==> config.mk <==
export PLATFORM = sky130hd
export DESIGN_NAME = id_stage
export DESIGN_NICKNAME = d
export VERILOG_FILES = /design/src/rtl/id_stage.sv
export SDC_FILE = /design/constraint.sdc
export NUM_CORES = 1
export LEC_CHECK = 0
export CAP_MARGIN = 30
export CORE_UTILIZATION = 44
export DETAILED_ROUTE_END_ITERATION = 12
export HOLD_SLACK_MARGIN = 0.02
export PLACE_DENSITY = 0.91
export SYNTH_ARGS = -nofsm -noshare
export SYNTH_HDL_FRONTEND = slang
export SYNTH_SLANG_ARGS = --single-unit
==> constraint.sdc <==
create_clock -name clk_i -period 7 [get_ports clk_i]
set_clock_uncertainty 0.1 [all_clocks]
set_input_delay 1.4 -clock clk_i [delete_from_list [all_inputs] [get_ports clk_i]]
set_output_delay 1.4 -clock clk_i [all_outputs]
set_load 0.01 [all_outputs]
==> src/rtl/id_stage.sv <==
// Instruction decode stage: RV32I field decode, immediate generation, register-file
// read with writeback bypass, load-use stall, and the registered ID/EX boundary.
module id_stage #(
  parameter int unsigned DATA_WIDTH = 32,
  parameter int unsigned REG_COUNT  = 32,
  localparam int unsigned AW        = $clog2(REG_COUNT)
) (
  input  logic                  clk_i,
  input  logic                  rst_i,
  input  logic [31:0]           instr_i,
  input  logic [31:0]           pc_i,
  input  logic                  instr_valid_i,
  output logic                  stall_o,
  output logic                  rf_read_en_o,
  output logic [AW-1:0]         rf_read_addr1_o,
  output logic [AW-1:0]         rf_read_addr2_o,
  input  logic [DATA_WIDTH-1:0] rf_read_data1_i,
  input  logic [DATA_WIDTH-1:0] rf_read_data2_i,
  input  logic                  wb_en_i,
  input  logic [AW-1:0]         wb_addr_i,
  input  logic [DATA_WIDTH-1:0] wb_data_i,
  input  logic                  flush_i,
  input  logic                  ex_ready_i,
  output logic                  ex_valid_o,
  output logic [31:0]           ex_pc_o,
  output logic [DATA_WIDTH-1:0] ex_rs1_data_o,
  output logic [DATA_WIDTH-1:0] ex_rs2_data_o,
  output logic [DATA_WIDTH-1:0] ex_imm_o,
  output logic [AW-1:0]         ex_rd_o,
  output logic [3:0]            ex_alu_op_o,
  output logic                  ex_alu_src_imm_o,
  output logic                  ex_reg_write_o,
  output logic                  ex_mem_read_o,
  output logic                  ex_mem_write_o,
  output logic                  ex_branch_o,
  output logic                  ex_jump_o
);

  typedef enum logic [6:0] {
    OPC_OP     = 7'h33,
    OPC_OP_IMM = 7'h13,
    OPC_LOAD   = 7'h03,
    OPC_STORE  = 7'h23,
    OPC_BRANCH = 7'h63,
    OPC_LUI    = 7'h37,
    OPC_AUIPC  = 7'h17,
    OPC_JAL    = 7'h6F,
    OPC_JALR   = 7'h67
  } opcode_e;

  opcode_e               opcode;
  logic [2:0]            funct3;
  logic [AW-1:0]         rs1, rs2, rd;
  logic [31:0]           imm_i, imm_s, imm_b, imm_u, imm_j, imm32;
  logic [3:0]            d_alu_op;
  logic                  d_src_imm, d_wr, d_mr, d_mw, d_br, d_j;
  logic                  use_rs1, use_rs2, hazard;
  logic [DATA_WIDTH-1:0] rs1_data, rs2_data;

  assign opcode = opcode_e'(instr_i[6:0]);
  assign funct3 = instr_i[14:12];
  assign rs1    = AW'(instr_i[19:15]);
  assign rs2    = AW'(instr_i[24:20]);
  assign rd     = AW'(instr_i[11:7]);

  assign rf_read_addr1_o = rs1;
  assign rf_read_addr2_o = rs2;
  assign rf_read_en_o    = instr_valid_i;

  assign imm_i = {{20{instr_i[31]}}, instr_i[31:20]};
  assign imm_s = {{20{instr_i[31]}}, instr_i[31:25], instr_i[11:7]};
  assign imm_b = {{19{instr_i[31]}}, instr_i[31], instr_i[7], instr_i[30:25], instr_i[11:8], 1'b0};
  assign imm_u = {instr_i[31:12], 12'h000};
  assign imm_j = {{11{instr_i[31]}}, instr_i[31], instr_i[19:12], instr_i[20], instr_i[30:21], 1'b0};

  always_comb begin
    imm32     = '0;
    d_alu_op  = '0;
    d_src_imm = 1'b0;
    d_wr      = 1'b0;
    d_mr      = 1'b0;
    d_mw      = 1'b0;
    d_br      = 1'b0;
    d_j       = 1'b0;
    use_rs1   = 1'b1;
    use_rs2   = 1'b0;
    case (opcode)
      OPC_OP:     begin d_wr = 1'b1; d_alu_op = {instr_i[30], funct3}; use_rs2 = 1'b1; end
      OPC_OP_IMM: begin
        d_wr = 1'b1; d_src_imm = 1'b1; imm32 = imm_i;
        d_alu_op = {instr_i[30] & (funct3 == 3'b101), funct3};
      end
      OPC_LOAD:   begin d_wr = 1'b1; d_mr = 1'b1; d_src_imm = 1'b1; imm32 = imm_i; end
      OPC_STORE:  begin d_mw = 1'b1; d_src_imm = 1'b1; imm32 = imm_s; use_rs2 = 1'b1; end
      OPC_BRANCH: begin d_br = 1'b1; imm32 = imm_b; use_rs2 = 1'b1; end
      OPC_LUI, OPC_AUIPC: begin d_wr = 1'b1; d_src_imm = 1'b1; imm32 = imm_u; use_rs1 = 1'b0; end
      OPC_JAL:    begin d_wr = 1'b1; d_j = 1'b1; imm32 = imm_j; use_rs1 = 1'b0; end
      OPC_JALR:   begin d_wr = 1'b1; d_j = 1'b1; d_src_imm = 1'b1; imm32 = imm_i; end
      default: ;
    endcase
  end

  // Bypass only needs to match a non-zero source; index 0 already forces zero.
  always_comb begin
    rs1_data = rf_read_data1_i;
    rs2_data = rf_read_data2_i;
    if (rs1 == '0)                           rs1_data = '0;
    else if (wb_en_i && (wb_addr_i == rs1))  rs1_data = wb_data_i;
    if (rs2 == '0)                           rs2_data = '0;
    else if (wb_en_i && (wb_addr_i == rs2))  rs2_data = wb_data_i;
  end

  assign hazard = instr_valid_i & ex_valid_o & ex_mem_read_o & (ex_rd_o != '0) &
                  ((use_rs1 & (ex_rd_o == rs1)) | (use_rs2 & (ex_rd_o == rs2)));
  assign stall_o = hazard | ~ex_ready_i;

  always_ff @(posedge clk_i or posedge rst_i) begin
    if (rst_i) begin
      ex_valid_o       <= 1'b0;
      ex_pc_o          <= '0;
      ex_rs1_data_o    <= '0;
      ex_rs2_data_o    <= '0;
      ex_imm_o         <= '0;
      ex_rd_o          <= '0;
      ex_alu_op_o      <= '0;
      ex_alu_src_imm_o <= 1'b0;
      ex_reg_write_o   <= 1'b0;
      ex_mem_read_o    <= 1'b0;
      ex_mem_write_o   <= 1'b0;
      ex_branch_o      <= 1'b0;
      ex_jump_o        <= 1'b0;
    end else if (flush_i || (ex_ready_i && hazard)) begin
      // Flush and load-use bubble both kill the slot; data fields are don't-care.
      ex_valid_o     <= 1'b0;
      ex_reg_write_o <= 1'b0;
      ex_mem_read_o  <= 1'b0;
      ex_mem_write_o <= 1'b0;
      ex_branch_o    <= 1'b0;
      ex_jump_o      <= 1'b0;
    end else if (ex_ready_i) begin
      ex_valid_o       <= instr_valid_i;
      ex_pc_o          <= pc_i;
      ex_rs1_data_o    <= rs1_data;
      ex_rs2_data_o    <= rs2_data;
      ex_imm_o         <= DATA_WIDTH'($signed(imm32));
      ex_rd_o          <= rd;
      ex_alu_op_o      <= d_alu_op;
      ex_alu_src_imm_o <= d_src_imm;
      ex_reg_write_o   <= instr_valid_i & d_wr & (rd != '0);
      ex_mem_read_o    <= instr_valid_i & d_mr;
      ex_mem_write_o   <= instr_valid_i & d_mw;
      ex_branch_o      <= instr_valid_i & d_br;
      ex_jump_o        <= instr_valid_i & d_j;
    end
  end

endmodule

==> results.md <==
- Status: completed
- Core footprint: 0.0174 mm2
- Seq/Total Area, Yosys: 0.455
- Buffers on Ports: 326
- CTS Buf Count: 17
- Synth Area in Simple Gates: 0.0923
- Final Hold Violating Endpoints: 0
- DIE AREA: 0.0186 mm2
- FP Rows: 48
- Design area: 0.0117 mm2
- Yosys reg bits: 144
- Chip Height: 136 um
- Met1 Wirelength: 10,900 um
- Total gr overflow: 0
- First-pass GRT wire length: 39,400 um
- Vias in the first global route: 6,852
- Max Cap Violations: 0
- Biggest area consumer among synthesized cells: dfrtp_1
- CTS tree: built
- Hold Buf Count CTS: 0
- Routed wire length: 26,900 um
- RSZ-0062 raised after global routing: false
- Setup CP Type: primary input to primary output
- Count leader, synth: dfrtp_1
- Synth area leaders: dfrtp_1, mux2_4, a21oi_1
- Mapped Area: 0.00793 mm2
- Gate Count Post-Synth: 707
- Worst Path Required: 5.50 ns
- Worst-path clk slew: 0.05 ns
- CTS-repair resized insts: 0
- CP Launch Type: primary input
- Area after DPL: 0.0111 mm2
- Initial DRC count: 341
- Syn_area_per_cell: 11.2 um2
- IO Count: 327
- Gr usage total: 0.286
- Power share of the clock group: 0.346
- Synthesized Nets: 878
- Fmax: 189 MHz
- Synth Area in Compound Gates: 0.120
- Max FO, Critical Path: 15
- Vias per cell: 5.63
- Int Power: 1.88 mW
- RD Place Congestion: 0.926
- Xor/xnor share of the synthesized area: 0.0221
- Synth top cells by count: dfrtp_1, mux2_4, a21oi_1, nand3_1, o21ai_0
- CTS Sinks: 144
- Layout cells sized above 1: 0.160
- Final setup fails: 0
- Met2 WL: 12,900 um
- Via Count: 6,959
- Worst-margin pin slew: 1.06 ns
- Reg power frac: 0.386
- Fraction of registers with async set/reset: 1.00
- Adder and majority cell fraction of the synthesized area: 0
- CTS Buffer Depth: 2
- H-Tree Depth: 4
- Clock latency on the worst-skew pair: 0.42 ns
- Layout overhead on the synthesized area: 47.5%
- P_leak: 4.72 nW
- Cell Pwr Density: 222 mW/mm2
- Highest routed layer: met4
- Combinational share of power: 0.268
- Routed WL per cell: 21.8 um
- Initial core utilization: 0.455
- Slew margin rel.: 0.289
- Fin crit share: 0.756
- DP HPWL: 18,900 um
- Endpoint class of the critical path: primary output
- Clock Tree Root: clkbuf_16
- Residual DRC count: 0
- Initial antenna violation count: 0
- Die X: 136 um
- Final ANT Viol Nets: 0
- Slew Limit Fails: 0
- Setup tns final: 0 ns
- Largest family of logic cells by synthesized area: multiplexers
- Number of post-CTS setup repair buffers: 0
- Largest net degree at the start of global routing: 96
- Number of inserted diodes: 0
- HP Class: flip-flop to flip-flop
- Yosys cell types: 45
- Switch share: 0.276
- CP arrival: 3.79 ns
- Hold Crit Depth: 1
- Nets: 1,169
- Met3 routed WL: 2220 um
- NetSw: 0.715 mW
- Filler cells: 1,299
- Post-synthesis mux area share: 0.235
- Synth warn: 0
- Tmin final: 5.29 ns
- Synth top area share: 0.455
- R2R depth: 6
- Post-synth EDFFs: 0
- TritonRoute pass-1 iters: 5
- Top_reg_cell synth: dfrtp_1
- Peak supply drop: 169 uV
## stage by stage
step	worst slack [ns]	total power, mW	std cells	utilization	hold WS [ns]
2_1_floorplan	1.63	1.32	707	-	0.430
3_3_place_gp	1.75	1.69	1203	0.638	0.390
3_5_place_dp	1.71	1.71	1204	0.639	0.391
4_1_cts	1.73	2.61	1236	0.671	0.407
5_1_grt	1.61	2.69	1236	0.671	0.414
6_report	1.71	2.59	1236	0.671	0.404
## logic make-up (layout without fill, tap and decap cells)
group,after synthesis,in the layout
and+or+nand+nor,131,131
buffers and inverters,100,404
muxes,139,139
AOI/OAI and AO/OA,173,173
xor gates and xnor gates,20,20
DFF,144,144
## per-layer routing
layer | GRT usage | up-vias
li1 | - | 3088
met1 | 0.366 | 3422
met2 | 0.454 | 390
met3 | 0.0723 | 59
met4 | 0.131 | 0
met5 | 0 | -
## worst max-delay path, stage by stage
cell	delay, ns
clkdlybuf4s50_1	0.66
or3b_4	0.52
a21oi_4	0.28
nor4_2	0.13
or2_2	0.32
clkdlybuf4s50_1	0.48
## power by group through the flow
stage / registers [mW] / logic, mW / clock network, mW
2_1_floorplan: 1.05 / 0.276 / 0
3_3_place_gp: 1.01 / 0.681 / 0
3_5_place_dp: 1.01 / 0.694 / 0
4_1_cts: 1.00 / 0.697 / 0.914
5_1_grt: 1.01 / 0.732 / 0.947
6_report: 1.00 / 0.696 / 0.897
## state kept, by name, summed over array words and instances (netlist names)
name,flops
ex_branch_o,1
ex_mem_read_o,1
ex_reg_write_o,1
ex_mem_write_o,1
ex_rd_o,5
ex_jump_o,1
ex_imm_o,32
ex_alu_op_o,4
ex_rs2_data_o,32
ex_valid_o,1
ex_alu_src_imm_o,1
ex_rs1_data_o,32
ex_pc_o,32
## cell usage in the layout (no fill, tap or decap), types with 4 or more instances in the layout
master / instances
a21oi_1: 88
o21ai_0: 68
mux2_2: 18
inv_1: 32
mux2i_1: 32
nand3_1: 68
xnor2_1: 20
nor2_1: 8
or4_1: 4
buf_4: 11
mux2_4: 89
and2_1: 5
nand2_1: 16
a22o_1: 7
clkbuf_16: 17
dfrtp_1: 144
clkdlybuf4s50_1: 326
clkinvlp_4: 4
## layout make-up
type / instances / area, um2 / area share
Inverter: 33 / 129 / 0.0110
Timing Repair Buffer: 339 / 3380 / 0.289
Sequential cell: 144 / 3600 / 0.308
Clock inverter: 13 / 140 / 0.0120
Tap cell: 225 / 282 / 0.0241
Clock buffer: 19 / 433 / 0.0370
Multi-Input combinational cell: 463 / 3730 / 0.319
## final timing paths
check	end	slack (ns)	from
min in group asynchronous	ex_pc_o[18]	1.44	rst_i
setup reg to reg	ex_pc_o[15]	3.86	ex_rd_o[1]
setup / recovery	stall_o	1.71	instr_i[6]
hold / removal	ex_mem_write_o	0.40	ex_mem_write_o
hold reg to reg	ex_mem_write_o	0.40	ex_mem_write_o
max in group asynchronous	ex_rs1_data_o[17]	4.18	rst_i
Power figures use the tool's default switching activity.
